File: src/rtl/damage_tracker.sv
// Per-player damage accumulator for a two-fighter game.
// Each attack key, on its rising edge, lands one hit and then locks that attacker out for a cooldown period.
module damage_tracker #(
  parameter logic [7:0]  HIT_DAMAGE      = 8'd16,
  parameter logic [7:0]  DEATH_LEVEL     = 8'd192,
  parameter logic [23:0] COOLDOWN_CYCLES = 24'd6_250_000,
  parameter logic [7:0]  ATK_L_KEY       = 8'h09,
  parameter logic [7:0]  ATK_R_KEY       = 8'h10
) (
  input  logic       clk_25MHz,
  input  logic       Reset,
  input  logic [7:0] keycode,
  input  logic [7:0] keycode1,
  input  logic [7:0] keycode2,
  input  logic [7:0] keycode3,
  input  logic       fighting,
  input  logic       in_reach,
  output logic [7:0] healthL,
  output logic [7:0] healthR,
  output logic       hitL,
  output logic       hitR
);

  localparam int unsigned CW = 24;
  localparam int unsigned HW = 8;

  typedef enum logic {
    READY    = 1'b0,
    COOLDOWN = 1'b1
  } atk_state_t;

  atk_state_t    state_l, state_l_nxt, state_r, state_r_nxt;
  logic [CW-1:0] cnt_l, cnt_l_nxt, cnt_r, cnt_r_nxt;
  logic [HW-1:0] health_l_nxt, health_r_nxt;
  logic          hit_l_nxt, hit_r_nxt;
  logic          press_l_c, press_r_c, press_l_q, press_r_q;
  logic          event_l_c, event_r_c;
  logic          accept_l_c, accept_r_c;
  logic          dead_c;

  // Saturating add of one hit onto a health value.
  function automatic logic [HW-1:0] sat_add(input logic [HW-1:0] h);
    logic [HW:0] sum;
    sum = {1'b0, h} + {1'b0, HIT_DAMAGE};
    if (sum >= {1'b0, DEATH_LEVEL}) return DEATH_LEVEL;
    return sum[HW-1:0];
  endfunction

  assign press_l_c = (keycode == ATK_L_KEY) || (keycode1 == ATK_L_KEY) ||
                     (keycode2 == ATK_L_KEY) || (keycode3 == ATK_L_KEY);
  assign press_r_c = (keycode == ATK_R_KEY) || (keycode1 == ATK_R_KEY) ||
                     (keycode2 == ATK_R_KEY) || (keycode3 == ATK_R_KEY);
  assign event_l_c = press_l_c && !press_l_q;
  assign event_r_c = press_r_c && !press_r_q;
  assign dead_c    = (healthL >= DEATH_LEVEL) || (healthR >= DEATH_LEVEL);

  // State register; press history keeps tracking even between matches.
  always_ff @(posedge clk_25MHz or posedge Reset) begin
    if (Reset) begin
      state_l   <= READY;
      state_r   <= READY;
      cnt_l     <= '0;
      cnt_r     <= '0;
      healthL   <= '0;
      healthR   <= '0;
      hitL      <= 1'b0;
      hitR      <= 1'b0;
      press_l_q <= 1'b0;
      press_r_q <= 1'b0;
    end else begin
      state_l   <= state_l_nxt;
      state_r   <= state_r_nxt;
      cnt_l     <= cnt_l_nxt;
      cnt_r     <= cnt_r_nxt;
      healthL   <= health_l_nxt;
      healthR   <= health_r_nxt;
      hitL      <= hit_l_nxt;
      hitR      <= hit_r_nxt;
      press_l_q <= press_l_c;
      press_r_q <= press_r_c;
    end
  end

  // Attacker FSMs and damage application; everything holds once a player is dead.
  always_comb begin
    state_l_nxt  = state_l;
    state_r_nxt  = state_r;
    cnt_l_nxt    = cnt_l;
    cnt_r_nxt    = cnt_r;
    health_l_nxt = healthL;
    health_r_nxt = healthR;
    hit_l_nxt    = 1'b0;
    hit_r_nxt    = 1'b0;
    accept_l_c   = 1'b0;
    accept_r_c   = 1'b0;

    if (!fighting) begin
      state_l_nxt  = READY;
      state_r_nxt  = READY;
      cnt_l_nxt    = '0;
      cnt_r_nxt    = '0;
      health_l_nxt = '0;
      health_r_nxt = '0;
    end else if (!dead_c) begin
      case (state_l)
        READY: begin
          if (event_l_c) begin
            accept_l_c  = 1'b1;
            state_l_nxt = COOLDOWN;
            cnt_l_nxt   = COOLDOWN_CYCLES - CW'(1);
          end
        end
        COOLDOWN: begin
          if (cnt_l == '0) state_l_nxt = READY;
          else             cnt_l_nxt   = cnt_l - CW'(1);
        end
      endcase

      case (state_r)
        READY: begin
          if (event_r_c) begin
            accept_r_c  = 1'b1;
            state_r_nxt = COOLDOWN;
            cnt_r_nxt   = COOLDOWN_CYCLES - CW'(1);
          end
        end
        COOLDOWN: begin
          if (cnt_r == '0) state_r_nxt = READY;
          else             cnt_r_nxt   = cnt_r - CW'(1);
        end
      endcase

      // Out-of-reach attacks still consume the cooldown but do no damage.
      if (accept_l_c && in_reach) begin
        health_r_nxt = sat_add(healthR);
        hit_r_nxt    = 1'b1;
      end
      if (accept_r_c && in_reach) begin
        health_l_nxt = sat_add(healthL);
        hit_l_nxt    = 1'b1;
      end
    end
  end

endmodule
File: config.mk
export PLATFORM = sky130hd
export DESIGN_NAME = damage_tracker
export DESIGN_NICKNAME = d
export VERILOG_FILES = /design/src/rtl/damage_tracker.sv
export SDC_FILE = /design/constraint.sdc
export NUM_CORES = 1
export LEC_CHECK = 0
export BUFFER_PORTS_ARGS = -buffer_cell sky130_fd_sc_hd__clkbuf_2
export CAP_MARGIN = 15
export CORE_MARGIN = 5
export CORE_UTILIZATION = 45
export DETAILED_ROUTE_END_ITERATION = 16
export PLACE_DENSITY_LB_ADDON = 0.25
export SKIP_CTS_REPAIR_TIMING = 1
export SLEW_MARGIN = 20
export SYNTH_ARGS = -nofsm -noshare
export SYNTH_HDL_FRONTEND = slang
export SYNTH_SLANG_ARGS = --single-unit
File: constraint.sdc
create_clock -name clk_25MHz -period 2.1 [get_ports clk_25MHz]
set_input_delay 0.105 -clock clk_25MHz [delete_from_list [all_inputs] [get_ports clk_25MHz]]
set_output_delay 0.105 -clock clk_25MHz [all_outputs]
set_load 0.005 [all_outputs]
; ---- Word level (Yosys, flattened, before mapping)
; Index checks and enable logic that the tools add are counted.
[op_classes]
add_sub_neg = 4
magnitude_cmp = 4
n_eq_ne = 15
mux = 50
bitwise_logic = 2
reduce_logical = 19
[op_table]
columns = op, count
row1 = 2-to-1 mux 24 bit, 8
row2 = one-hot mux 24 bit (2 select lines), 2
row3 = 2-to-1 mux 8 bit, 10
row4 = logical NOT 24 bit, 2
row5 = subtractor 24 x 1 -> 24 bit (second input constant), 2
row6 = == test 8 x 4 -> 1 bit (second input constant), 4
row7 = == test 8 x 5 -> 1 bit (second input constant), 4
row8 = 2-to-1 mux 1 bit, 28
row9 = adder 8 x 5 -> 9 bit (second input constant), 2
row10 = >= comparator 9 x 8 -> 1 bit (second input constant), 2
row11 = >= comparator 8 bit (second input constant), 2
row12 = inequality test 3 bit (second input constant), 4
row13 = logical OR 1 bit, 7
row14 = AND reduction 3 bit, 2
row15 = logical AND 1 bit, 4
row16 = inequality test 2 x 1 -> 1 bit (second input constant), 2
row17 = one-hot mux 1 bit (2 select lines), 2
row18 = AND reduction 2 bit, 2
row19 = logical NOT 1 bit, 2
row20 = inequality test 2 bit (second input constant), 1
row21 = NOT 1 bit, 2
[totals]
regBits = 70
inputBits = 36
out_inout_bits = 18
wordCells = 104

; ---- Logic depth before layout (Yosys ltp)
; Gate-level depths: netlist (run 1).
[logic_depth]
word_depth = 17
mapped_depth = 9
ltp_nobuf = 8

; ---- Least setup slack after synthesis (run 1)
; No wires, ideal clock.
[synth_timing]
path_kind = register to register
startpoint = register cnt_r[0]
endpoint = register cnt_r[22]
setup_ns = 0.123
t_arrival_ns = 2.055
t_required_ns = 1.977
slack_ns = -0.078
path_stages_with_launch = 9
path_buffers = 0
synth_period_minus_slack_ns = 2.178
cell_sequence = dfrtp_1 -> inv_1 -> ha_1 -> or3b_2 -> nor2_2 -> nand3_1 -> or3_1 -> a211oi_1 -> o2bb2ai_1
[synth_via]
elab_chain_cells = 5
elab_cells_between_ends = 8
cone_classes = add/sub (1) / eq/ne (1) / mux (4) / reduce/logical (2)
[synth_lines]
columns = item, line_no
row1 = start: declaration, 33  ; logic [CW-1:0] cnt_l, cnt_l_nxt, cnt_r, cnt_r_nxt;
row2 = start signal: assignment, 74  ; cnt_r <= cnt_r_nxt;
row3 = subtractor 24 x 1 -> 24 bit, 129  ; else cnt_r_nxt = cnt_r - CW'(1);
row4 = 2-to-1 mux 24 bit, 128  ; if (cnt_r == '0) state_r_nxt = READY;
row5 = one-hot mux 24 bit (2 select lines), 119  ; case (state_r)
row6 = 2-to-1 mux 24 bit, 104  ; end else if (!dead_c) begin
row7 = 2-to-1 mux 24 bit, 97  ; if (!fighting) begin
; Parallel ways exist; a longest one is shown, timed or not. The select of a mux whose other input is x is not followed.
; A chain may end at the register's enable or synchronous reset.

; ---- Worst setup path after layout (run 1)
[layout_timing]
startpoint = register cnt_l[2]
endpoint = register cnt_l[19]
[layout_via]
elab_chain_cells = 5
elab_cells_between_ends = 8
cone_classes = add/sub (1) / eq/ne (1) / mux (4) / reduce/logical (2)
[layout_lines]
columns = item, line_no
row1 = start: declaration, 33
row2 = start signal: assignment, 73  ; cnt_l <= cnt_l_nxt;
row3 = subtractor 24 x 1 -> 24 bit, 115  ; else cnt_l_nxt = cnt_l - CW'(1);
row4 = 2-to-1 mux 24 bit, 114  ; if (cnt_l == '0) state_l_nxt = READY;
row5 = one-hot mux 24 bit (2 select lines), 105  ; case (state_l)
row6 = 2-to-1 mux 24 bit, 104
row7 = 2-to-1 mux 24 bit, 97
; Parallel ways exist; a longest one is shown, timed or not. The select of a mux whose other input is x is not followed.

==> flow_summary.json, run 1 <==
{
  "synthCells": 428,
  "p_switching_uw": 1130,
  "grt_max_degree": 31,
  "grt_use_total_pct": 21.8,
  "r2r_slack_ns": -0.05,
  "cp.required_ns": 2.33,
  "fin_crit_ns": 2.15,
  "start_kind": "flop",
  "async_flop_share_pct": 100,
  "cp.arrival_ns": 2.38,
  "wl_per_cell_um": 17.1,
  "wl_um": 11400,
  "overflow": 0,
  "cts_buffers": 9,
  "first_pass_iters": 5,
  "drive_gt1_share_pct": 34.5,
  "die_h_um": 103,
  "ys_seq_elements": 62,
  "peakVddDrop_v": 0.000440,
  "cts.reportedPaths.clkPinSlew_ns": 0.07,
  "grt_pass1_vias": 3919,
  "drc": 0,
  "reg2reg_depth": 7,
  "layout.nets": 596,
  "h-tree-depth": 3,
  "yosysTopAreaCell": "dfrtp_1",
  "final_area_mm2": 0.00519,
  "place_hpwl_um": 7790,
  "fin_skew_ns": 0.00971,
  "post_dp_cell_area_mm2": 0.00475,
  "worstPathMaxFanout": 15,
  "tritoncts": "yes",
  "drtAntennaViolNets": 0,
  "cellPowerDensity_mw_per_mm2": 652,
  "p_int_uw": 2250,
  "finalNonFillerCells": 664,
  "yosysWarnings": 0,
  "die_area_mm2": 0.0106,
  "clock_power_share_pct": 28.0,
  "synth_area_mm2": 0.00389,
  "seq_power_share_pct": 37.7,
  "drtIter0Drc": 202,
  "coreArea_mm2": 0.00859,
  "min_to": "hitR",
  "finalHoldViolCount": 0,
  "p_leak_uw": 0.00264,
  "r2r_end": "cnt_l[19]",
  "slew_violations": 0,
  "ctsRootBufferMaster": "clkbuf_8",
  "p_sw_share_pct": 33.5,
  "regToRegStartpoint": "cnt_l[2]",
  "synth.avg_cell_area_um2": 9.09,
  "synth_ff_type": "dfrtp_1",
  "drv_cap": 0,
  "drt-vias-per-instance": 5.99,
  "clock_sinks": 62,
  "port_buffers": 45,
  "cts_buffer_depth": 2,
  "antenna_found_initial": 0,
  "worst_slew_pin_slew_ns": 0.659,
  "fmax_mhz": 465,
  "violations": "setup timing",
  "yosysUniqueCellTypes": 72,
  "synth_top_cell_area_share_pct": 39.9,
  "synth-edff-count": 0,
  "synth_area_leaders": "dfrtp_1, nand2_1, o21ai_0",
  "finalSetupViolCount": 7,
  "dp.cells": 641,
  "critPathKind": "flop to flop",
  "place_congestion": 0.910,
  "outcome": "finished with violations",
  "pwr-share-comb_pct": 34.3,
  "min_from": "in_reach",
  "fp.dieW_um": 103,
  "start_util_pct": 45.3,
  "fin_ws_ns": -0.0513,
  "hold_path.class": "input pin to flop",
  "synth_common_cells": "dfrtp_1, nand2_1, nor2_1",
  "hold_depth": 2,
  "rsz0062_at_grt": "true",
  "synth_most_common_cell": "dfrtp_1",
  "num_vias": 3977,
  "rows": 34,
  "insertion_delay_ns": 0.35,
  "diodes": 0,
  "area_growth_pct": 33.4,
  "io_pins": 54,
  "cp-end-kind": "flop",
  "fin_crit_sh_pct": 102,
  "grt_pass1_wl_um": 18200,
  "yosysSeqAreaShare_pct": 39.9,
  "maxSlewHeadroom_pct": 55.9
}
-- per-layer routing --
layer	GRT usage [%]	share of wire, %	vias to the layer above	wire length, um
li1	-	-	1885	-
met1	26.8	41	1951	4680
met2	38.0	51	117	5830
met3	4.80	5.7	24	646
met4	6.47	1.9	0	215
met5	0	0	-	0
-- layout make-up --
type                            instances  area, um2
Clock buffer                           12        155
Clock inverter                          3       20.0
Fill cell                             740       3400
Inverter                               17       63.8
Multi-Input combinational cell        331       2350
Sequential cell                        62       1550
Tap cell                              108        135
Timing Repair Buffer                  131        916
-- worst max-delay path: stages (launching register included) --
cell	delay, ns
dfrtp_1	0.41
nor4_4	0.31
nand4b_1	0.18
buf_4	0.18
o311ai_4	0.31
buf_4	0.28
a21oi_1	0.09
a221o_1	0.27
-- flip-flops by register name, summed over array words and instances, names as in the netlist --
| signal | cells |
|---|---|
| cnt_l | 24 |
| cnt_r | 24 |
| healthL | 4 |
| healthR | 4 |
| hitL | 1 |
| hitR | 1 |
| press_l_q | 1 |
| press_r_q | 1 |
| state_l | 1 |
| state_r | 1 |
-- layout by cell type, fill, tap and decap left out, types with 5 or more instances in the layout --
master	n
ha_1	7
nand3_1	9
a21o_1	11
a31oi_1	13
nor2_1	27
o31ai_1	6
inv_1	14
a221o_1	5
a21oi_1	15
a22o_1	5
or4_1	9
nand4_1	6
conb_1	8
clkbuf_2	45
dfrtp_1	62
clkbuf_8	11
buf_4	82
nor3b_1	5
nor3_1	12
o21ai_0	25
a32o_1	5
nand2_1	39
or3_1	6
o2bb2ai_1	9
o21ai_1	7
o22ai_1	5
-- power by group through the flow --
stage	Combinational, uW	Sequential, uW	Clock (uW)
after floorplan	575	1300	0
after global placement	972	1290	0
after detailed placement	993	1290	0
after CTS	1000	1270	970
after global routing	1270	1280	1020
final	1160	1280	946
-- metrics by stage --
step / hold WS [ns] / utilization [%] / worst slack, ns / setup TNS (ns) / power (uW)
floorplan: 0.281 / - / 0.0453 / 0 / 1870
detailed placement: 0.132 / 55.3 / -0.0379 / -0.258 / 2290
CTS: -0.241 / 57.3 / -0.0468 / -0.539 / 3240
global route: 0.150 / 60.4 / -0.158 / -1.37 / 3570
finish: 0.145 / 60.4 / -0.0513 / -0.234 / 3380
global placement: 0.132 / 55.3 / -0.0300 / -0.0735 / 2260
-- cells by family after synthesis --
group | synth area share, %
xor+xnor | 0.675
flops | 39.9
compound gates | 29.3
fa+ha+maj | 2.57
simple gates | 21.7
other cells | 0.0963
mux | 0.289
buf+inv | 5.59
-- worst max path at each step --
stage | startpoint | endpoint | slack (ns) | depth (start not counted)
5_1_grt | cnt_l[2] | cnt_l[17] | -0.16 | 7
3_3_place_gp | cnt_l[16] | cnt_l[22] | -0.03 | 6
4_1_cts | cnt_r[0] | cnt_r[19] | -0.05 | 9
3_5_place_dp | keycode[2] | cnt_r[19] | -0.04 | 7
6_report | cnt_l[2] | cnt_l[19] | -0.05 | 7
2_1_floorplan | cnt_l[2] | cnt_l[12] | 0.05 | 6
(Power assumes the default switching activity.)
==> inputs of run 2 (changes only) <==
==> constraint.sdc (replaced) <==
create_clock -name clk_25MHz -period 2.76 [get_ports clk_25MHz]
set_input_delay 0.138 -clock clk_25MHz [delete_from_list [all_inputs] [get_ports clk_25MHz]]
set_output_delay 0.138 -clock clk_25MHz [all_outputs]
set_load 0.005 [all_outputs]
==> flow_summary.json, run 2 (synthesized netlist as in run 1, its figures left out) <==
{
  "start_kind": "flop",
  "drc": 0,
  "clock_sinks": 62,
  "crit_end": "cnt_r[22]",
  "die_area_mm2": 0.0106,
  "rsz0062_at_grt": "false",
  "p_sw_share_pct": 30.7,
  "coreArea_mm2": 0.00859,
  "grt_max_degree": 23,
  "place_congestion": 0.847,
  "fmax_mhz": 415,
  "cts_buffers": 9,
  "slew_violations": 0,
  "finalSetupViolCount": 0,
  "drv_cap": 0,
  "num_vias": 3636,
  "grt_pass1_vias": 3390,
  "maxSlewHeadroom_pct": 59.4,
  "layout_commonest_cell": "dfrtp_1",
  "pwr-share-comb_pct": 23.2,
  "post_dp_cell_area_mm2": 0.00424,
  "fin_crit_sh_pct": 87.4,
  "cp-end-kind": "flop",
  "cp.required_ns": 2.97,
  "drive_gt1_share_pct": 18.9,
  "worst_slew_pin_slew_ns": 0.606,
  "reg2reg_depth": 8,
  "r2r_end": "cnt_r[22]",
  "top_regs": "cnt_l (24), cnt_r (24)",
  "cts.reportedPaths.clkPinSlew_ns": 0.07,
  "peakVddDrop_v": 0.000356,
  "insertion_delay_ns": 0.33,
  "critPathLaunch": "cnt_r[0]",
  "post-place-ws_ns": 0.395,
  "fin_skew_ns": 0.00857,
  "fin_crit_ns": 2.41,
  "clock_power_share_pct": 36.1,
  "final_cell_mix": "dfrtp_1, clkbuf_2, nand2_1",
  "die_h_um": 103,
  "overflow": 0,
  "antenna_found_initial": 0,
  "wl_um": 9730,
  "r2r_slack_ns": 0.35,
  "cts_buffer_depth": 2,
  "io_pins": 54,
  "cellPowerDensity_mw_per_mm2": 544,
  "critPathKind": "flop to flop",
  "drt-vias-per-instance": 6.12,
  "h-tree-depth": 3,
  "final_area_mm2": 0.00446,
  "worstPathMaxFanout": 6,
  "tritoncts": "yes",
  "area_growth_pct": 14.7,
  "outcome": "complete, no violations",
  "hold_path.class": "input pin to flop",
  "layout.nets": 525,
  "diodes": 0,
  "place_hpwl_um": 7060,
  "grt_use_total_pct": 19.4,
  "p_leak_uw": 0.00221,
  "first_pass_iters": 5,
  "start_util_pct": 45.3,
  "fin_ws_ns": 0.349,
  "rows": 34,
  "port_buffers": 45,
  "finalHoldViolCount": 0,
  "seq_power_share_pct": 40.6,
  "drtAntennaViolNets": 0,
  "grt_pass1_wl_um": 16400,
  "regToRegStartpoint": "cnt_r[0]",
  "cp.arrival_ns": 2.63,
  "ctsRootBufferMaster": "clkbuf_8",
  "p_switching_uw": 745,
  "p_int_uw": 1680,
  "drtIter0Drc": 164,
  "setup_tns_ns": 0,
  "wl_per_cell_um": 16.4,
  "fp.dieW_um": 103
}
## run 2: cell type report
cell class | count | area, um2
Clock buffer | 13 | 149
Tap cell | 108 | 135
Sequential cell | 62 | 1550
Fill cell | 803 | 4130
Multi-Input combinational cell | 330 | 2150
Timing Repair Buffer | 61 | 348
Clock inverter | 3 | 67.6
Inverter | 17 | 63.8
## run 2: how the worst min path moves through the flow
stage                     cells after the start       end      from
after floorplan                               2      hitL  fighting
final                                         2      hitR  in_reach
after global routing                          2      hitR  in_reach
after detailed placement                      2  cnt_r[8]     Reset
after CTS                                     2  cnt_r[9]     Reset
after global placement                        2  cnt_r[8]     Reset
## run 2: through the flow
step / power, uW / hold WS (ns) / utilization, % / std cells
floorplan: 1420 / 0.314 / - / 435
global placement: 1550 / 0.170 / 49.3 / 577
CTS: 2450 / -0.190 / 51.8 / 593
detailed placement: 1560 / 0.182 / 49.3 / 577
global route: 2570 / 0.196 / 52.0 / 594
finish: 2430 / 0.188 / 52.0 / 594
## run 2: routing by layer
metal / up-vias / wire length (um) / GRT usage [%]
met1: 1778 / 4300 / 25.3
met2: 106 / 4820 / 31.8
met4: 0 / 155 / 6.97
met3: 15 / 462 / 3.86
met5: - / 0 / 0
li1: 1737 / - / -
## run 2: power groups by stage
stage / sequential [uW] / combinational [uW] / clock [uW]
final: 986 / 564 / 877
after global routing: 991 / 632 / 943
after CTS: 985 / 559 / 905
after detailed placement: 1000 / 558 / 0
after global placement: 1000 / 551 / 0
after floorplan: 986 / 430 / 0
## run 2: critical path: stages, from the launching register on
cell and delay, ns:
dfrtp_1 0.42, inv_1 0.12, ha_1 0.18, or3b_2 0.51
nor2_2 0.23, nand3_1 0.18, or3_1 0.35, a211oi_1 0.23
o2bb2ai_1 0.08
